**src/rtl/snn_pkg.sv**
```systemverilog
// Shared constants and leak encodings for the spiking-network datapath.
package snn_pkg;

    localparam int WIDTH_DEFAULT = 6;
    localparam int MAX_VALUE     = (2 ** (WIDTH_DEFAULT - 1)) - 1;
    localparam int MIN_VALUE     = -(2 ** (WIDTH_DEFAULT - 1));

    typedef enum logic [1:0] {
        LEAK_NONE    = 2'd0,
        LEAK_HALF    = 2'd1,
        LEAK_QUARTER = 2'd2,
        LEAK_EIGHTH  = 2'd3
    } leak_e;

endpackage

```
**src/rtl/snn_membrane_bank_if.sv**
```systemverilog
// Update request / result handshake bundle for snn_membrane_bank.
interface snn_membrane_bank_if
    import snn_pkg::*;
#(
    parameter int WIDTH = WIDTH_DEFAULT,
    parameter int IDX_W = 2
);
    logic                    in_valid;
    logic                    in_ready;
    logic [IDX_W-1:0]        in_idx;
    logic signed [WIDTH-1:0] in_z;

    logic                    out_valid;
    logic                    out_ready;
    logic [IDX_W-1:0]        out_idx;
    logic                    out_spike;
    logic signed [WIDTH-1:0] out_u;

    modport master (
        output in_valid, in_idx, in_z, out_ready,
        input  in_ready, out_valid, out_idx, out_spike, out_u
    );

    modport slave (
        input  in_valid, in_idx, in_z, out_ready,
        output in_ready, out_valid, out_idx, out_spike, out_u
    );
endinterface

```
**src/rtl/membrane_leak.sv**
```systemverilog
// Combinational membrane leak: u - (u >>> k); arithmetic shift so magnitude never grows.
module membrane_leak
    import snn_pkg::*;
#(
    parameter int WIDTH = WIDTH_DEFAULT
) (
    input  logic signed [WIDTH-1:0] u,
    input  logic        [1:0]       leak_sel,
    output logic signed [WIDTH-1:0] u_leaked
);
    always_comb begin
        u_leaked = u;
        case (leak_sel)
            LEAK_HALF:    u_leaked = u - (u >>> 1);
            LEAK_QUARTER: u_leaked = u - (u >>> 2);
            LEAK_EIGHTH:  u_leaked = u - (u >>> 3);
            default:      u_leaked = u;
        endcase
    end
endmodule

```
**src/rtl/snn_membrane_bank.sv**
```systemverilog
// Time-multiplexed LIF membrane store around an external batch_normalization stage.
// Define MEMBRANE_RESET_TO_ZERO_EN to zero the membrane on a spike instead of subtracting threshold.
module snn_membrane_bank
    import snn_pkg::*;
#(
    parameter int WIDTH   = WIDTH_DEFAULT,
    parameter int NEURONS = 4,
    parameter int IDX_W   = $clog2(NEURONS)
) (
    input  logic                    clk,
    input  logic                    rst_n,
    input  logic                    clear,
    input  logic signed [WIDTH-1:0] threshold,
    input  logic        [1:0]       leak_sel,
    output logic signed [WIDTH-1:0] u_to_bn,
    output logic signed [WIDTH-1:0] z_to_bn,
    input  logic signed [WIDTH-1:0] u_from_bn,
    snn_membrane_bank_if.slave      bus
);
    logic signed [WIDTH-1:0] mem [NEURONS];

    logic                    s1_valid;
    logic [IDX_W-1:0]        s1_idx;
    logic signed [WIDTH-1:0] s1_z;

    logic signed [WIDTH-1:0] mem_rd;
    logic signed [WIDTH-1:0] u_new;
    logic                    spike;
    logic                    advance;
    logic                    accept;
    logic                    in_idx_ok;

    // Index decode by comparison so out-of-range indices read zero instead of walking off the array.
    always_comb begin
        mem_rd = '0;
        for (int i = 0; i < NEURONS; i++) begin
            if (s1_idx == IDX_W'(i)) begin
                mem_rd = mem[i];
            end
        end
    end

    membrane_leak #(.WIDTH(WIDTH)) u_leak (
        .u        (mem_rd),
        .leak_sel (leak_sel),
        .u_leaked (u_to_bn)
    );

    assign z_to_bn = s1_z;
    assign spike   = (u_from_bn >= threshold);

`ifdef MEMBRANE_RESET_TO_ZERO_EN
    assign u_new = spike ? '0 : u_from_bn;
`else
    assign u_new = spike ? (u_from_bn - threshold) : u_from_bn;
`endif

    assign advance      = s1_valid && (!bus.out_valid || bus.out_ready);
    assign bus.in_ready = !clear && (!s1_valid || advance);
    assign accept       = bus.in_valid && bus.in_ready;
    assign in_idx_ok    = (int'(bus.in_idx) < NEURONS);

    // Write-back lands before the next S1 read, so same-index back-to-back needs no bypass.
    always_ff @(posedge clk or negedge rst_n) begin
        if (!rst_n) begin
            for (int i = 0; i < NEURONS; i++) begin
                mem[i] <= '0;
            end
        end else if (clear) begin
            for (int i = 0; i < NEURONS; i++) begin
                mem[i] <= '0;
            end
        end else if (advance) begin
            for (int i = 0; i < NEURONS; i++) begin
                if (s1_idx == IDX_W'(i)) begin
                    mem[i] <= u_new;
                end
            end
        end
    end

    // Out-of-range indices are consumed here but never become valid.
    always_ff @(posedge clk or negedge rst_n) begin
        if (!rst_n) begin
            s1_valid <= 1'b0;
            s1_idx   <= '0;
            s1_z     <= '0;
        end else if (clear) begin
            s1_valid <= 1'b0;
        end else if (accept) begin
            s1_valid <= in_idx_ok;
            s1_idx   <= bus.in_idx;
            s1_z     <= bus.in_z;
        end else if (advance) begin
            s1_valid <= 1'b0;
        end
    end

    always_ff @(posedge clk or negedge rst_n) begin
        if (!rst_n) begin
            bus.out_valid <= 1'b0;
            bus.out_idx   <= '0;
            bus.out_spike <= 1'b0;
            bus.out_u     <= '0;
        end else if (clear) begin
            bus.out_valid <= 1'b0;
        end else if (advance) begin
            bus.out_valid <= 1'b1;
            bus.out_idx   <= s1_idx;
            bus.out_spike <= spike;
            bus.out_u     <= u_new;
        end else if (bus.out_ready) begin
            bus.out_valid <= 1'b0;
        end
    end
endmodule

```
**src/flat_wrapper.sv**
```systemverilog
// flat-port wrapper written by rule: the top's interface ports become plain ports
module snn_membrane_bank_flat import snn_pkg::*;
#(
    parameter int WIDTH   = WIDTH_DEFAULT,
    parameter int NEURONS = 4,
    parameter int IDX_W   = $clog2(NEURONS)
)
  (clk, rst_n, clear, threshold, leak_sel, u_to_bn, z_to_bn, u_from_bn, bus_in_valid, bus_in_idx, bus_in_z, bus_out_ready, bus_in_ready, bus_out_valid, bus_out_idx, bus_out_spike, bus_out_u);
  snn_membrane_bank_if #(.WIDTH(WIDTH), .IDX_W(IDX_W)) bus_i ();
  input  logic clk;
  input  logic rst_n;
  input  logic clear;
  input  logic signed [WIDTH-1:0] threshold;
  input  logic        [1:0] leak_sel;
  output logic signed [WIDTH-1:0] u_to_bn;
  output logic signed [WIDTH-1:0] z_to_bn;
  input  logic signed [WIDTH-1:0] u_from_bn;
  input wire logic [$bits(bus_i.in_valid)-1:0] bus_in_valid;
  input wire logic [$bits(bus_i.in_idx)-1:0] bus_in_idx;
  input wire logic [$bits(bus_i.in_z)-1:0] bus_in_z;
  input wire logic [$bits(bus_i.out_ready)-1:0] bus_out_ready;
  output wire logic [$bits(bus_i.in_ready)-1:0] bus_in_ready;
  output wire logic [$bits(bus_i.out_valid)-1:0] bus_out_valid;
  output wire logic [$bits(bus_i.out_idx)-1:0] bus_out_idx;
  output wire logic [$bits(bus_i.out_spike)-1:0] bus_out_spike;
  output wire logic [$bits(bus_i.out_u)-1:0] bus_out_u;
  assign bus_i.in_valid = bus_in_valid;
  assign bus_i.in_idx = bus_in_idx;
  assign bus_i.in_z = bus_in_z;
  assign bus_i.out_ready = bus_out_ready;
  assign bus_in_ready = bus_i.in_ready;
  assign bus_out_valid = bus_i.out_valid;
  assign bus_out_idx = bus_i.out_idx;
  assign bus_out_spike = bus_i.out_spike;
  assign bus_out_u = bus_i.out_u;
  snn_membrane_bank #(.WIDTH(WIDTH), .NEURONS(NEURONS), .IDX_W(IDX_W)) u_core (.clk(clk), .rst_n(rst_n), .clear(clear), .threshold(threshold), .leak_sel(leak_sel), .u_to_bn(u_to_bn), .z_to_bn(z_to_bn), .u_from_bn(u_from_bn), .bus(bus_i));
endmodule
```
**config.mk**
```make
export PLATFORM = sky130hd
export DESIGN_NAME = snn_membrane_bank_flat
export DESIGN_NICKNAME = d
export VERILOG_FILES = /design/src/rtl/snn_pkg.sv /design/src/rtl/snn_membrane_bank_if.sv /design/src/rtl/membrane_leak.sv /design/src/rtl/snn_membrane_bank.sv /design/src/flat_wrapper.sv
export SDC_FILE = /design/constraint.sdc
export NUM_CORES = 1
export LEC_CHECK = 0
export ABC_CLOCK_PERIOD_IN_PS = 8550
export CAP_MARGIN = 15
export CORE_ASPECT_RATIO = 2
export CORE_MARGIN = 4
export CORE_UTILIZATION = 55
export CTS_CLUSTER_DIAMETER = 120
export DETAILED_ROUTE_END_ITERATION = 12
export PLACE_DENSITY = 0.94
export SLEW_MARGIN = 20
export SYNTH_ARGS = -nofsm -noshare
export SYNTH_HDL_FRONTEND = slang
export SYNTH_SLANG_ARGS = --single-unit
```
**constraint.sdc**
```tcl
create_clock -name clk -period 8.55 [get_ports clk]
set_input_delay 1.71 -clock clk [delete_from_list [all_inputs] [get_ports clk]]
set_output_delay 1.71 -clock clk [all_outputs]
set_load 0.005 [all_outputs]
```
==> parameters.txt <==
Parameter                              Value

Outcome
  Result of the run ... completed

Clock tree
  Number of clock sinks ... 43
  CTS Root Buffer Type ... clkbuf_8
  Post-CTS repair timing setup buffer count ... 0
  Post-cts resize count ... 0
  Deepest level of the CTS H-tree ... 2
  Buffer depth of the longest clock path ... 2
  CTS buffer count ... 5
  Hold buffer count at CTS ... 0
  Clock transition time at the flip-flop clock pins of the worst setup and hold paths ... 80 ps
  Clock latency of the later-clocked register in the worst-skew pair ... 300 ps
  TritonCTS clock tree ... done

Timing
  Fraction of the cycle the final worst path needs ... 71.7%
  FMAX ... 0.163 GHz
  Final-report max-slew violation count ... 0
  Setup Skew ... 5.21 ps
  Worst hold margin ... 485 ps
  Final setup viols ... 0
  Minimum clock period ... 6130 ps
  Unrepaired setup endpoints after global routing ... no
  Slew at the pin closest to its max-slew limit ... 922 ps
  Post-route worst setup slack ... 2420 ps
  Final sum of negative setup slack ... 0 ps
  Worst rel slew slack ... 38.5%
  Hold Violations, Final ... 0

Finish
  Post-layout util ... 71.4%
  Fin nets ... 328
  Share of post-route cells with drive strength above 1 ... 11.5%
  P&R area growth vs syn ... 26.8%
  Post-route cell area ... 0.00310 mm2
  Antenna cell count ... 0

Worst setup path
  Launch point of the critical path ... leak_sel[1]
  Cell at the slowest stage of the critical path ... clkdlybuf4s50_1
  Endpoint of the worst register-to-register path ... u_core.mem[5]
  Worst path depth ... 11
  CP startpoint kind ... input pin
  Cells traversed along the worst timing path ... clkdlybuf4s50_1, nor2_1, a21oi_1, inv_1, ha_1, nor2b_1, o21a_1, o21a_1, o21a_1, o31ai_1, clkdlybuf4s50_1
  Data required time at the worst endpoint ... 6840 ps
  Crit path capture type ... output port
  Path type of the worst setup path ... in2out
  Data arrival time at the worst-slack endpoint ... 4420 ps
  Slowest Stage Delay on Critical Path ... 620 ps
  Reg2reg path depth ... 5
  Capture point of the worst path ... u_to_bn[5]
  Critical Path Fanout Max ... 8
  Worst path top cell family by delay ... buffers and inverters
  Setup slack on the worst flop-to-flop path ... 6420 ps
  CP bufs+invs ... 3
  Cell repeated most along the worst path ... o21a_1
  Crit Reg-Reg Startpoint ... u_core.bus.out_valid

Route
  Routed WL per cell ... 16.7 um
  Vias ... 1969
  First-pass DRT Iterations ... 4
  Count of unresolved DRC violations after routing ... 0
  Routed Wire Length ... 5700 um
  Met1 wire length ... 2020 um
  Post-route ant nets ... 0
  Top routing layer in use ... met4
  Detailed route wirelength on metal2 ... 3250 um
  Total length of routed met3 wires ... 249 um
  Drt via density ... 5.76
  DRC marker count from the first detailed-route iteration ... 52

Floorplan
  Number of placement rows ... 34
  Area of the core region ... 0.00434 mm2
  Top-level I/O count ... 50
  Area of the die ... 0.00564 mm2
  Chip height ... 102 um
  Initial standard-cell utilization of the core ... 56.3%
  Width of the die ... 55.1 um

Global routing
  Via count of the first global-routing pass ... 2060
  Wire length of the first global-routing pass ... 9180 um
  Global-route congestion overflow total ... 0
  Antenna violations before repair ... 0
  Pin count of the biggest net entering global routing ... 44
  Global-route usage over all layers ... 22.7%

Synthesis
  Number of storage elements in the synthesis netlist ... 43
  Dominant synthesized flop cell ... dfrtp_1
  Post-synthesis sequential area ratio ... 44.0%
  Area fraction of the dominant cell type after synthesis ... 44.0%
  Net Count, Synth ... 280
  Total number of yosys warnings ... 0
  Cell types occupying the most area after synthesis ... dfrtp_1 44%, nand2_1 6.3%, ha_1 6.1%
  Post-Syn Area ... 0.00244 mm2
  Number of flops mapped to enable cells by yosys ... 0
  Synth Area per Inst ... 10.2 um2
  Leading post-synthesis cells by instance count ... 43 x dfrtp_1, 41 x nand2_1, 26 x o21ai_0
  Post-synth cell types ... 39
  Top cell type by total area after synthesis ... dfrtp_1
  Most frequent cell after synthesis ... dfrtp_1
  Cells after Synth ... 239
  Post-synthesis async set-or-reset flop share ... 100%

Job
  Number of max-capacitance violations reported ... 0

Placed design
  Total half-perimeter wirelength after legalization and detailed placement ... 4340 um
  Pre-CTS setup slack ... 2450 ps
  Number of buffer cells added on primary ports ... 49
  Global placer's final weighted congestion ... 0.818
  Total cell area at the placement stage ... 0.00297 mm2

Power
  Max rail drop VDD ... 0.167 mV
  Static leakage power ... 1.35 nW
  Power density of the placed cells ... 192 mW/mm2

Min path
  Hold crit path type ... reg2reg
==> state kept, by name (all words and copies together) (netlist names) <==
signal,cells
u_core.bus.out_spike,1
u_core.s1_valid,1
u_core.mem,24
u_core.bus.out_u,6
u_core.s1_idx,2
u_core.z_to_bn,6
u_core.bus.out_valid,1
u_core.bus.out_idx,2
==> cell usage in the layout, fill, tap and decap left out, types with 2 or more instances in the layout <==
cell,synthesis,routed
clkdlybuf4s50_1,0,48
dfrtp_1,43,43
nand2_1,41,41
o21ai_0,26,26
inv_1,13,13
ha_1,12,12
a21oi_1,11,11
mux2_2,11,11
mux2i_1,9,9
nor2_1,9,9
nor2b_1,7,7
mux4_2,6,6
o21a_1,5,5
clkbuf_8,0,5
a22o_2,4,4
a22o_1,4,4
xor2_1,3,3
nor3_1,3,3
o31ai_1,2,2
nand3_1,2,2
and2_1,2,2
fa_1,2,2
bufinv_16,0,2
==> cell type report <==
class / instances / area, um2
Clock buffer: 6 / 72.6
Timing Repair Buffer: 49 / 485
Fill cell: 319 / 1240
Tap cell: 54 / 67.6
Sequential cell: 43 / 1080
Multi-Input combinational cell: 175 / 1290
Inverter: 13 / 48.8
Clock inverter: 2 / 60.1
==> worst reg2reg max path: stages (launching register included) <==
cell,delay [ps]
dfrtp_1,380
nor2b_1,160
nor2b_1,380
nor2b_1,620
nand3_1,250
o21ai_0,250
==> power breakdown <==
group | switching (mW) | internal [mW]
Sequential | 0.0187 | 0.225
Combinational | 0.0711 | 0.0918
Clock | 0.0705 | 0.117
Total | 0.160 | 0.434
==> stage by stage <==
step | power (mW) | instances
5_1_grt | 0.625 | 342
2_1_floorplan | 0.327 | 239
3_3_place_gp | 0.403 | 334
6_report | 0.594 | 342
4_1_cts | 0.598 | 342
3_5_place_dp | 0.410 | 334
==> routing by layer <==
layer  GRT usage, %  vias to the layer above
li1               -                      935
met1           23.4                      950
met2           41.7                       71
met3           3.94                       13
met4           10.3                        0
met5              0                        -
==> how the worst min path moves through the flow <==
stage                   startpoint        endpoint  slack (ps)  cells past startpoint
detailed placement   u_core.mem[1]   u_core.mem[1]         470                      2
finish               u_core.mem[1]   u_core.mem[1]         490                      2
global route        u_core.mem[10]  u_core.mem[10]         520                      1
global placement    u_core.mem[17]  u_core.mem[17]         460                      2
floorplan           u_core.mem[11]  u_core.mem[11]         440                      2
CTS                  u_core.mem[1]   u_core.mem[1]         490                      2
==> logic make-up (layout without fill, tap and decap cells) <==
| logic type | Yosys count | after routing | share of synthesized area (%) |
|---|---|---|---|
| compound gates | 59 | 59 | 15.7 |
| xor+xnor | 4 | 4 | 1.43 |
| fa+ha+maj | 14 | 14 | 7.78 |
| buf+inv | 21 | 70 | 3.28 |
| flops | 43 | 43 | 44.0 |
| mux | 26 | 26 | 14.3 |
| simple gates | 72 | 72 | 13.5 |
Note: power is estimated with default switching activity, not from simulation.
